--- config.mk ---
export PLATFORM = sky130hd
export DESIGN_NAME = change_dispenser_flat
export DESIGN_NICKNAME = d
export VERILOG_FILES = /design/src/rtl/vm_pkg.sv /design/src/rtl/change_dispenser_if.sv /design/src/rtl/change_dispenser_coin_pick.sv /design/src/rtl/change_dispenser.sv /design/src/flat_wrapper.sv
export SDC_FILE = /design/constraint.sdc
export NUM_CORES = 1
export LEC_CHECK = 0
export BUFFER_PORTS_ARGS = -buffer_cell sky130_fd_sc_hd__buf_2
export CAP_MARGIN = 30
export CELL_PAD_IN_SITES_DETAIL_PLACEMENT = 2
export CELL_PAD_IN_SITES_GLOBAL_PLACEMENT = 2
export CORE_ASPECT_RATIO = 2
export CORE_MARGIN = 10
export CORE_UTILIZATION = 33
export CTS_BUF_LIST = sky130_fd_sc_hd__clkbuf_4
export DETAILED_ROUTE_END_ITERATION = 8
export PLACE_DENSITY = 0.8
export SKIP_CTS_REPAIR_TIMING = 1
export SLEW_MARGIN = 10
export SYNTH_ARGS = -nofsm -noshare
export SYNTH_HDL_FRONTEND = slang
export SYNTH_SLANG_ARGS = --single-unit
--- constraint.sdc ---
create_clock -name clk -period 3.3 [get_ports clk]
set_clock_uncertainty 0.15 [all_clocks]
set_input_delay 0.495 -clock clk [delete_from_list [all_inputs] [get_ports clk]]
set_output_delay 0.495 -clock clk [all_outputs]
set_load 0.02 [all_outputs]
--- src/rtl/vm_pkg.sv ---
// Shared vending-machine definitions: coin values, coin indices and the
// change dispenser FSM state encoding.
package vm_pkg;

    localparam int CENTS_DOLLAR  = 100;
    localparam int CENTS_QUARTER = 25;
    localparam int CENTS_DIME    = 10;
    localparam int CENTS_NICKEL  = 5;

    typedef enum logic [2:0] {DOLLAR, QUARTER, DIME, NICKEL, NONE} coin_t;

    typedef enum logic [2:0] {IDLE, SELECT, PULSE, GAP, FINISH} state_t;

    // Coin counters stick at 255 instead of wrapping.
    function automatic logic [7:0] satInc(input logic [7:0] v);
        return (v == 8'hFF) ? v : v + 8'd1;
    endfunction

endpackage

--- src/rtl/change_dispenser_if.sv ---
// Request, hopper, eject and status signals of the change dispenser.
// req_valid/req_ready: a request transfers on a clock edge where both are high; req_amount is held stable while req_valid is high.
interface change_dispenser_if #(parameter int AMOUNT_W = 10);
    import vm_pkg::*;

    logic                req_valid;
    logic [AMOUNT_W-1:0] req_amount;
    logic                req_ready;
    logic                empty_dollar, empty_quarter, empty_dime, empty_nickel;
    logic                eject_dollar, eject_quarter, eject_dime, eject_nickel;
    logic                busy;
    logic                done;
    logic                rem_err;
    logic                short_err;
    logic [AMOUNT_W-1:0] short_amount;
    logic [7:0]          cnt_dollar, cnt_quarter, cnt_dime, cnt_nickel;
    state_t              dbgState;

    modport master (
        output req_valid, req_amount,
        output empty_dollar, empty_quarter, empty_dime, empty_nickel,
        input  req_ready, busy, done, rem_err, short_err, short_amount,
        input  eject_dollar, eject_quarter, eject_dime, eject_nickel,
        input  cnt_dollar, cnt_quarter, cnt_dime, cnt_nickel, dbgState
    );

    modport slave (
        input  req_valid, req_amount,
        input  empty_dollar, empty_quarter, empty_dime, empty_nickel,
        output req_ready, busy, done, rem_err, short_err, short_amount,
        output eject_dollar, eject_quarter, eject_dime, eject_nickel,
        output cnt_dollar, cnt_quarter, cnt_dime, cnt_nickel, dbgState
    );

endinterface

--- src/rtl/change_dispenser_coin_pick.sv ---
// Greedy coin choice: the largest non-empty denomination not exceeding
// the remaining amount, or NONE when nothing fits.
module coin_pick
    import vm_pkg::*;
#(
    parameter int AMOUNT_W = 10
) (
    input  logic [AMOUNT_W-1:0] remaining,
    input  logic                emptyDollar,
    input  logic                emptyQuarter,
    input  logic                emptyDime,
    input  logic                emptyNickel,
    output coin_t               coin,
    output logic [AMOUNT_W-1:0] value
);

    always_comb begin
        coin  = NONE;
        value = '0;
        if (!emptyDollar && remaining >= AMOUNT_W'(CENTS_DOLLAR)) begin
            coin  = DOLLAR;
            value = AMOUNT_W'(CENTS_DOLLAR);
        end else if (!emptyQuarter && remaining >= AMOUNT_W'(CENTS_QUARTER)) begin
            coin  = QUARTER;
            value = AMOUNT_W'(CENTS_QUARTER);
        end else if (!emptyDime && remaining >= AMOUNT_W'(CENTS_DIME)) begin
            coin  = DIME;
            value = AMOUNT_W'(CENTS_DIME);
        end else if (!emptyNickel && remaining >= AMOUNT_W'(CENTS_NICKEL)) begin
            coin  = NICKEL;
            value = AMOUNT_W'(CENTS_NICKEL);
        end
    end

endmodule

--- src/rtl/change_dispenser.sv ---
// Change dispenser: pays a requested amount as a sequence of timed coin
// eject pulses, largest coin first, skipping empty hoppers.
module change_dispenser
    import vm_pkg::*;
#(
    parameter int AMOUNT_W     = 10,
    parameter int PULSE_CYCLES = 4,
    parameter int GAP_CYCLES   = 4
) (
    input logic               clk,
    input logic               rst_n,
    change_dispenser_if.slave bus
);

    state_t              stateQ, stateD;
    logic [AMOUNT_W-1:0] remaining;
    logic [AMOUNT_W-1:0] residue;
    coin_t               selCoin;
    logic [15:0]         timer;
    logic [7:0]          cntDollar, cntQuarter, cntDime, cntNickel;
    logic                remErr, shortErr;
    logic [AMOUNT_W-1:0] shortAmount;
    coin_t               pickCoin;
    logic [AMOUNT_W-1:0] pickValue;

    assign residue = bus.req_amount % AMOUNT_W'(5);

    coin_pick #(.AMOUNT_W(AMOUNT_W)) uPick (
        .remaining    (remaining),
        .emptyDollar  (bus.empty_dollar),
        .emptyQuarter (bus.empty_quarter),
        .emptyDime    (bus.empty_dime),
        .emptyNickel  (bus.empty_nickel),
        .coin         (pickCoin),
        .value        (pickValue)
    );

    always_comb begin
        stateD = stateQ;
        unique case (stateQ)
            IDLE:    if (bus.req_valid) stateD = SELECT;
            SELECT:  stateD = (remaining == '0 || pickCoin == NONE) ? FINISH : PULSE;
            PULSE:   if (timer == 16'(PULSE_CYCLES - 1)) stateD = GAP;
            GAP:     if (timer == 16'(GAP_CYCLES - 1)) stateD = SELECT;
            FINISH:  stateD = IDLE;
            default: stateD = IDLE;
        endcase
    end

    always_ff @(posedge clk or negedge rst_n) begin
        if (!rst_n) begin
            stateQ      <= IDLE;
            remaining   <= '0;
            selCoin     <= NONE;
            timer       <= '0;
            cntDollar   <= '0;
            cntQuarter  <= '0;
            cntDime     <= '0;
            cntNickel   <= '0;
            remErr      <= 1'b0;
            shortErr    <= 1'b0;
            shortAmount <= '0;
        end else begin
            stateQ <= stateD;
            // The timer restarts on every state change so PULSE and GAP each count from zero.
            timer  <= (stateD != stateQ) ? '0 : timer + 16'd1;
            if (stateQ == IDLE && bus.req_valid) begin
                remaining   <= bus.req_amount - residue;
                remErr      <= (residue != '0);
                shortErr    <= 1'b0;
                shortAmount <= '0;
                cntDollar   <= '0;
                cntQuarter  <= '0;
                cntDime     <= '0;
                cntNickel   <= '0;
            end else if (stateQ == SELECT && remaining != '0) begin
                if (pickCoin == NONE) begin
                    shortErr    <= 1'b1;
                    shortAmount <= remaining;
                end else begin
                    remaining <= remaining - pickValue;
                    selCoin   <= pickCoin;
                    unique case (pickCoin)
                        DOLLAR:  cntDollar  <= satInc(cntDollar);
                        QUARTER: cntQuarter <= satInc(cntQuarter);
                        DIME:    cntDime    <= satInc(cntDime);
                        default: cntNickel  <= satInc(cntNickel);
                    endcase
                end
            end
        end
    end

    // Ejects decode straight from state so an asynchronous reset drops them at once.
    assign bus.eject_dollar  = (stateQ == PULSE) && (selCoin == DOLLAR);
    assign bus.eject_quarter = (stateQ == PULSE) && (selCoin == QUARTER);
    assign bus.eject_dime    = (stateQ == PULSE) && (selCoin == DIME);
    assign bus.eject_nickel  = (stateQ == PULSE) && (selCoin == NICKEL);

    assign bus.req_ready    = (stateQ == IDLE);
    assign bus.busy         = (stateQ != IDLE);
    assign bus.done         = (stateQ == FINISH);
    assign bus.rem_err      = remErr;
    assign bus.short_err    = shortErr;
    assign bus.short_amount = shortAmount;
    assign bus.cnt_dollar   = cntDollar;
    assign bus.cnt_quarter  = cntQuarter;
    assign bus.cnt_dime     = cntDime;
    assign bus.cnt_nickel   = cntNickel;
    assign bus.dbgState     = stateQ;

endmodule

--- src/flat_wrapper.sv ---
// flat-port wrapper written by rule: the top's interface ports become plain ports
module change_dispenser_flat import vm_pkg::*;
#(
    parameter int AMOUNT_W     = 10,
    parameter int PULSE_CYCLES = 4,
    parameter int GAP_CYCLES   = 4
)
  (clk, rst_n, bus_req_valid, bus_req_amount, bus_empty_dollar, bus_empty_quarter, bus_empty_dime, bus_empty_nickel, bus_req_ready, bus_busy, bus_done, bus_rem_err, bus_short_err, bus_short_amount, bus_eject_dollar, bus_eject_quarter, bus_eject_dime, bus_eject_nickel, bus_cnt_dollar, bus_cnt_quarter, bus_cnt_dime, bus_cnt_nickel, bus_dbgState);
  change_dispenser_if #(.AMOUNT_W(AMOUNT_W)) bus_i ();
  input logic clk;
  input logic rst_n;
  input wire logic [$bits(bus_i.req_valid)-1:0] bus_req_valid;
  input wire logic [$bits(bus_i.req_amount)-1:0] bus_req_amount;
  input wire logic [$bits(bus_i.empty_dollar)-1:0] bus_empty_dollar;
  input wire logic [$bits(bus_i.empty_quarter)-1:0] bus_empty_quarter;
  input wire logic [$bits(bus_i.empty_dime)-1:0] bus_empty_dime;
  input wire logic [$bits(bus_i.empty_nickel)-1:0] bus_empty_nickel;
  output wire logic [$bits(bus_i.req_ready)-1:0] bus_req_ready;
  output wire logic [$bits(bus_i.busy)-1:0] bus_busy;
  output wire logic [$bits(bus_i.done)-1:0] bus_done;
  output wire logic [$bits(bus_i.rem_err)-1:0] bus_rem_err;
  output wire logic [$bits(bus_i.short_err)-1:0] bus_short_err;
  output wire logic [$bits(bus_i.short_amount)-1:0] bus_short_amount;
  output wire logic [$bits(bus_i.eject_dollar)-1:0] bus_eject_dollar;
  output wire logic [$bits(bus_i.eject_quarter)-1:0] bus_eject_quarter;
  output wire logic [$bits(bus_i.eject_dime)-1:0] bus_eject_dime;
  output wire logic [$bits(bus_i.eject_nickel)-1:0] bus_eject_nickel;
  output wire logic [$bits(bus_i.cnt_dollar)-1:0] bus_cnt_dollar;
  output wire logic [$bits(bus_i.cnt_quarter)-1:0] bus_cnt_quarter;
  output wire logic [$bits(bus_i.cnt_dime)-1:0] bus_cnt_dime;
  output wire logic [$bits(bus_i.cnt_nickel)-1:0] bus_cnt_nickel;
  output wire logic [$bits(bus_i.dbgState)-1:0] bus_dbgState;
  assign bus_i.req_valid = bus_req_valid;
  assign bus_i.req_amount = bus_req_amount;
  assign bus_i.empty_dollar = bus_empty_dollar;
  assign bus_i.empty_quarter = bus_empty_quarter;
  assign bus_i.empty_dime = bus_empty_dime;
  assign bus_i.empty_nickel = bus_empty_nickel;
  assign bus_req_ready = bus_i.req_ready;
  assign bus_busy = bus_i.busy;
  assign bus_done = bus_i.done;
  assign bus_rem_err = bus_i.rem_err;
  assign bus_short_err = bus_i.short_err;
  assign bus_short_amount = bus_i.short_amount;
  assign bus_eject_dollar = bus_i.eject_dollar;
  assign bus_eject_quarter = bus_i.eject_quarter;
  assign bus_eject_dime = bus_i.eject_dime;
  assign bus_eject_nickel = bus_i.eject_nickel;
  assign bus_cnt_dollar = bus_i.cnt_dollar;
  assign bus_cnt_quarter = bus_i.cnt_quarter;
  assign bus_cnt_dime = bus_i.cnt_dime;
  assign bus_cnt_nickel = bus_i.cnt_nickel;
  assign bus_dbgState = bus_i.dbgState;
  change_dispenser #(.AMOUNT_W(AMOUNT_W), .PULSE_CYCLES(PULSE_CYCLES), .GAP_CYCLES(GAP_CYCLES)) u_core (.clk(clk), .rst_n(rst_n), .bus(bus_i));
endmodule
==> results by group <==
Run status
  • Status: finished, violations left
  • Failing checks: setup timing

Detailed routing
  • Post-route ant nets: 0
  • DR vias: 6,806
  • Initial DRC count: 380
  • WL final: 34,100 um
  • Vias per cell: 6.01
  • DR pass1 iterations: 5
  • Remaining DRCs: 0
  • DR WL/cell: 30.1 um

Synthesis
  • Sequential cell area fraction in the yosys report: 33.5%
  • Post-synth top cells: nor2_1, dfrtp_1, nand2_1
  • Syn avg cell area: 8.47 um2
  • Synthesized instance count: 671
  • Distinct cells, synth: 82
  • Post-synth EDFFs: 0
  • Count leader, synth: nor2_1
  • Most used DFF post-synth: dfrtp_1
  • Post-synth top area share: 33.0%
  • Syn_nets: 714
  • Ranking of synthesized cells by area: dfrtp_1, nor2_1, ha_1, xnor2_1, xor2_1
  • Synth warn: 0
  • Asr flop ratio synth: 100%
  • #FFs+latches synth: 76
  • Largest area contributor in the netlist: dfrtp_1
  • Syn Std Cell Area: 0.00568 mm2

Die
  • Die height: 206 um
  • Core Box Area: 0.0168 mm2
  • Initial cell density of the core: 33.7%
  • Chip width: 113 um
  • Row cnt: 67
  • Die area: 0.0232 mm2
  • Ports: 71

Timing
  • Setup-failing EPs final: 28
  • Final hold violations: 0
  • Fin crit share: 178%
  • Slew headroom: 28.7%
  • Slew Viols, Final: 0
  • WHS: 359 ps
  • Min Tclk post-route: 5870 ps
  • RSZ-0062 raised after global routing: yes
  • Setup slack after layout: -2570 ps
  • FMAX: 170 MHz
  • Worst Tran Pin Value: 1070 ps

Global routing
  • Met3 usage: 2.60%
  • Grt met2 use: 44.6%
  • First-pass GRT wire length: 40,800 um
  • GRT Overall Usage: 22.1%
  • Congestion Overflow GR: 0
  • Largest net degree at the start of global routing: 77
  • Met1 Use GR: 19.6%
  • Vias in the first global route: 7,330
  • Antenna violations before repair: 1
  • Gr busiest metal: met2

Layout
  • Finished Layout Cells: 1,133
  • Layout Area Growth over Synthesis: 49.0%
  • Share of cells above drive strength 1: 42.4%
  • Post-layout util: 50.2%
  • Fin nets: 964

Setup path
  • WS Path Type: input port to flip-flop
  • CP Capture Type: flip-flop
  • CP Data Required Time: 3550 ps
  • Worst Path Arrival: 6120 ps
  • CP max FO: 7
  • Startpoint Class: input port

Placement
  • Final HPWL DP: 20,600 um
  • PortBufs: 70
  • Placed insts: 1,083
  • Setup WS pre-CTS: -3090 ps
  • GPL Wtd Cong: 0.931

Clock tree
  • Skew-Pair Late Insertion Delay: 520 ps
  • Clock buffer depth: 2
  • TritonCTS clock tree: done
  • CTS root buf: clkbuf_4
  • Clock slew at reported path FFs: 140 ps
  • H-tree depth: 3
  • CTS buffer count: 9
  • Clk sinks: 76

Pwr
  • Lkg Pwr: 4.01 nW
  • Power per cell area: 634 mW/mm2
  • Max VDD drop: 0.244 mV

Min path
  • Worst min-delay path class: input port to asynchronous set/reset pin

Flow run
  • Number of max-cap violations: 0
stage by stage:
stage	setup TNS [ps]	cell area [um2]	total power, mW
finish	-21560	8460	5.37
global route	-27410	8460	5.62
CTS	-24860	7630	4.72
detailed placement	-29940	7500	4.08
global placement	-24120	7500	3.82
floorplan	-17670	5780	2.79
layout make-up:
| cell class | instances | area, um2 |
|---|---|---|
| fillers | 1810 | 8390 |
| multi-input cells | 531 | 4010 |
| repair buffers | 271 | 2030 |
| flip-flops and latches | 76 | 1900 |
| well taps | 207 | 259 |
| inverters | 32 | 133 |
| clock buffers | 11 | 82.6 |
| clock inverters | 4 | 51.3 |
| diodes | 1 | 2.50 |
registers in the layout (all words and copies together), names as in the netlist:
name                     cells
u_core.timer                16
u_core.bus.rem_err           1
u_core.selCoin               3
u_core.bus.short_err         1
u_core.bus.short_amount     10
u_core.bus.cnt_dime          8
u_core.bus.cnt_quarter       8
u_core.bus.dbgState          3
u_core.remaining            10
u_core.bus.cnt_dollar        8
u_core.bus.cnt_nickel        8
worst max-delay path, stage by stage:
cell,delay [ps]
buf_12,110
buf_8,130
buf_6,120
or4_4,580
a21oi_2,160
o31a_1,180
nand2_2,140
nand2_4,110
nor2_4,50
a21oi_4,180
ha_4,220
inv_4,60
buf_12,120
nand3_1,110
o21ai_0,180
a221o_1,440
a31oi_4,230
o21ai_2,100
mux2_4,350
ha_4,220
a21o_1,200
a21o_1,220
nand4_1,130
a21oi_2,80
or4_4,470
o31ai_4,290
xnor2_2,130
a221oi_2,300
logic make-up (layout without fill, tap and decap cells):
group,count (synthesis),in the layout,share of synthesized area [%]
AOI/OAI and AO/OA,154,154,19.1
xor gates and xnor gates,62,62,9.56
adders and majority gates,27,27,6.17
buffers and inverters,64,318,4.82
DFF,76,76,33.5
muxes,14,14,2.67
other,0,1,0
and+or+nand+nor,274,274,24.1
layer usage:
metal	vias up	part of all wire [%]
met5	-	0
li1	2896	-
met3	175	3.7
met2	279	56
met4	0	8.5
met1	3456	32
cell usage in the layout (no fill, tap or decap), drive strengths merged, types with 24 or more instances in the layout:
cell type  netlist  routed
buf             15     269
nor2            87      87
dfrtp           75      75
nand2           51      51
nand3           37      37
a21oi           37      37
o21ai           35      35
inv             32      32
xnor2           32      32
xor2            30      30
ha              24      24
worst paths after layout:
path | start | to | slack [ps] | depth (start not counted)
setup / recovery | bus_req_amount[3] | u_core.remaining[9] | -2570 | 28
hold / removal | rst_n | u_core.bus.cnt_nickel[7] | 360 | 2
setup reg to reg | u_core.remaining[2] | u_core.remaining[8] | -1350 | 20
hold reg to reg | u_core.bus.short_amount[2] | u_core.bus.short_amount[2] | 370 | 2
max in group asynchronous | rst_n | u_core.selCoin[2] | 1980 | 3
min in group clk | u_core.bus.short_amount[2] | u_core.bus.short_amount[2] | 370 | 2
power by group:
| part | switching (mW) | internal, mW |
|---|---|---|
| logic | 1.91 | 1.39 |
| clock network | 0.395 | 0.244 |
| registers | 0.272 | 1.16 |
| total | 2.58 | 2.79 |
Note: power is estimated with default switching activity, not from simulation.
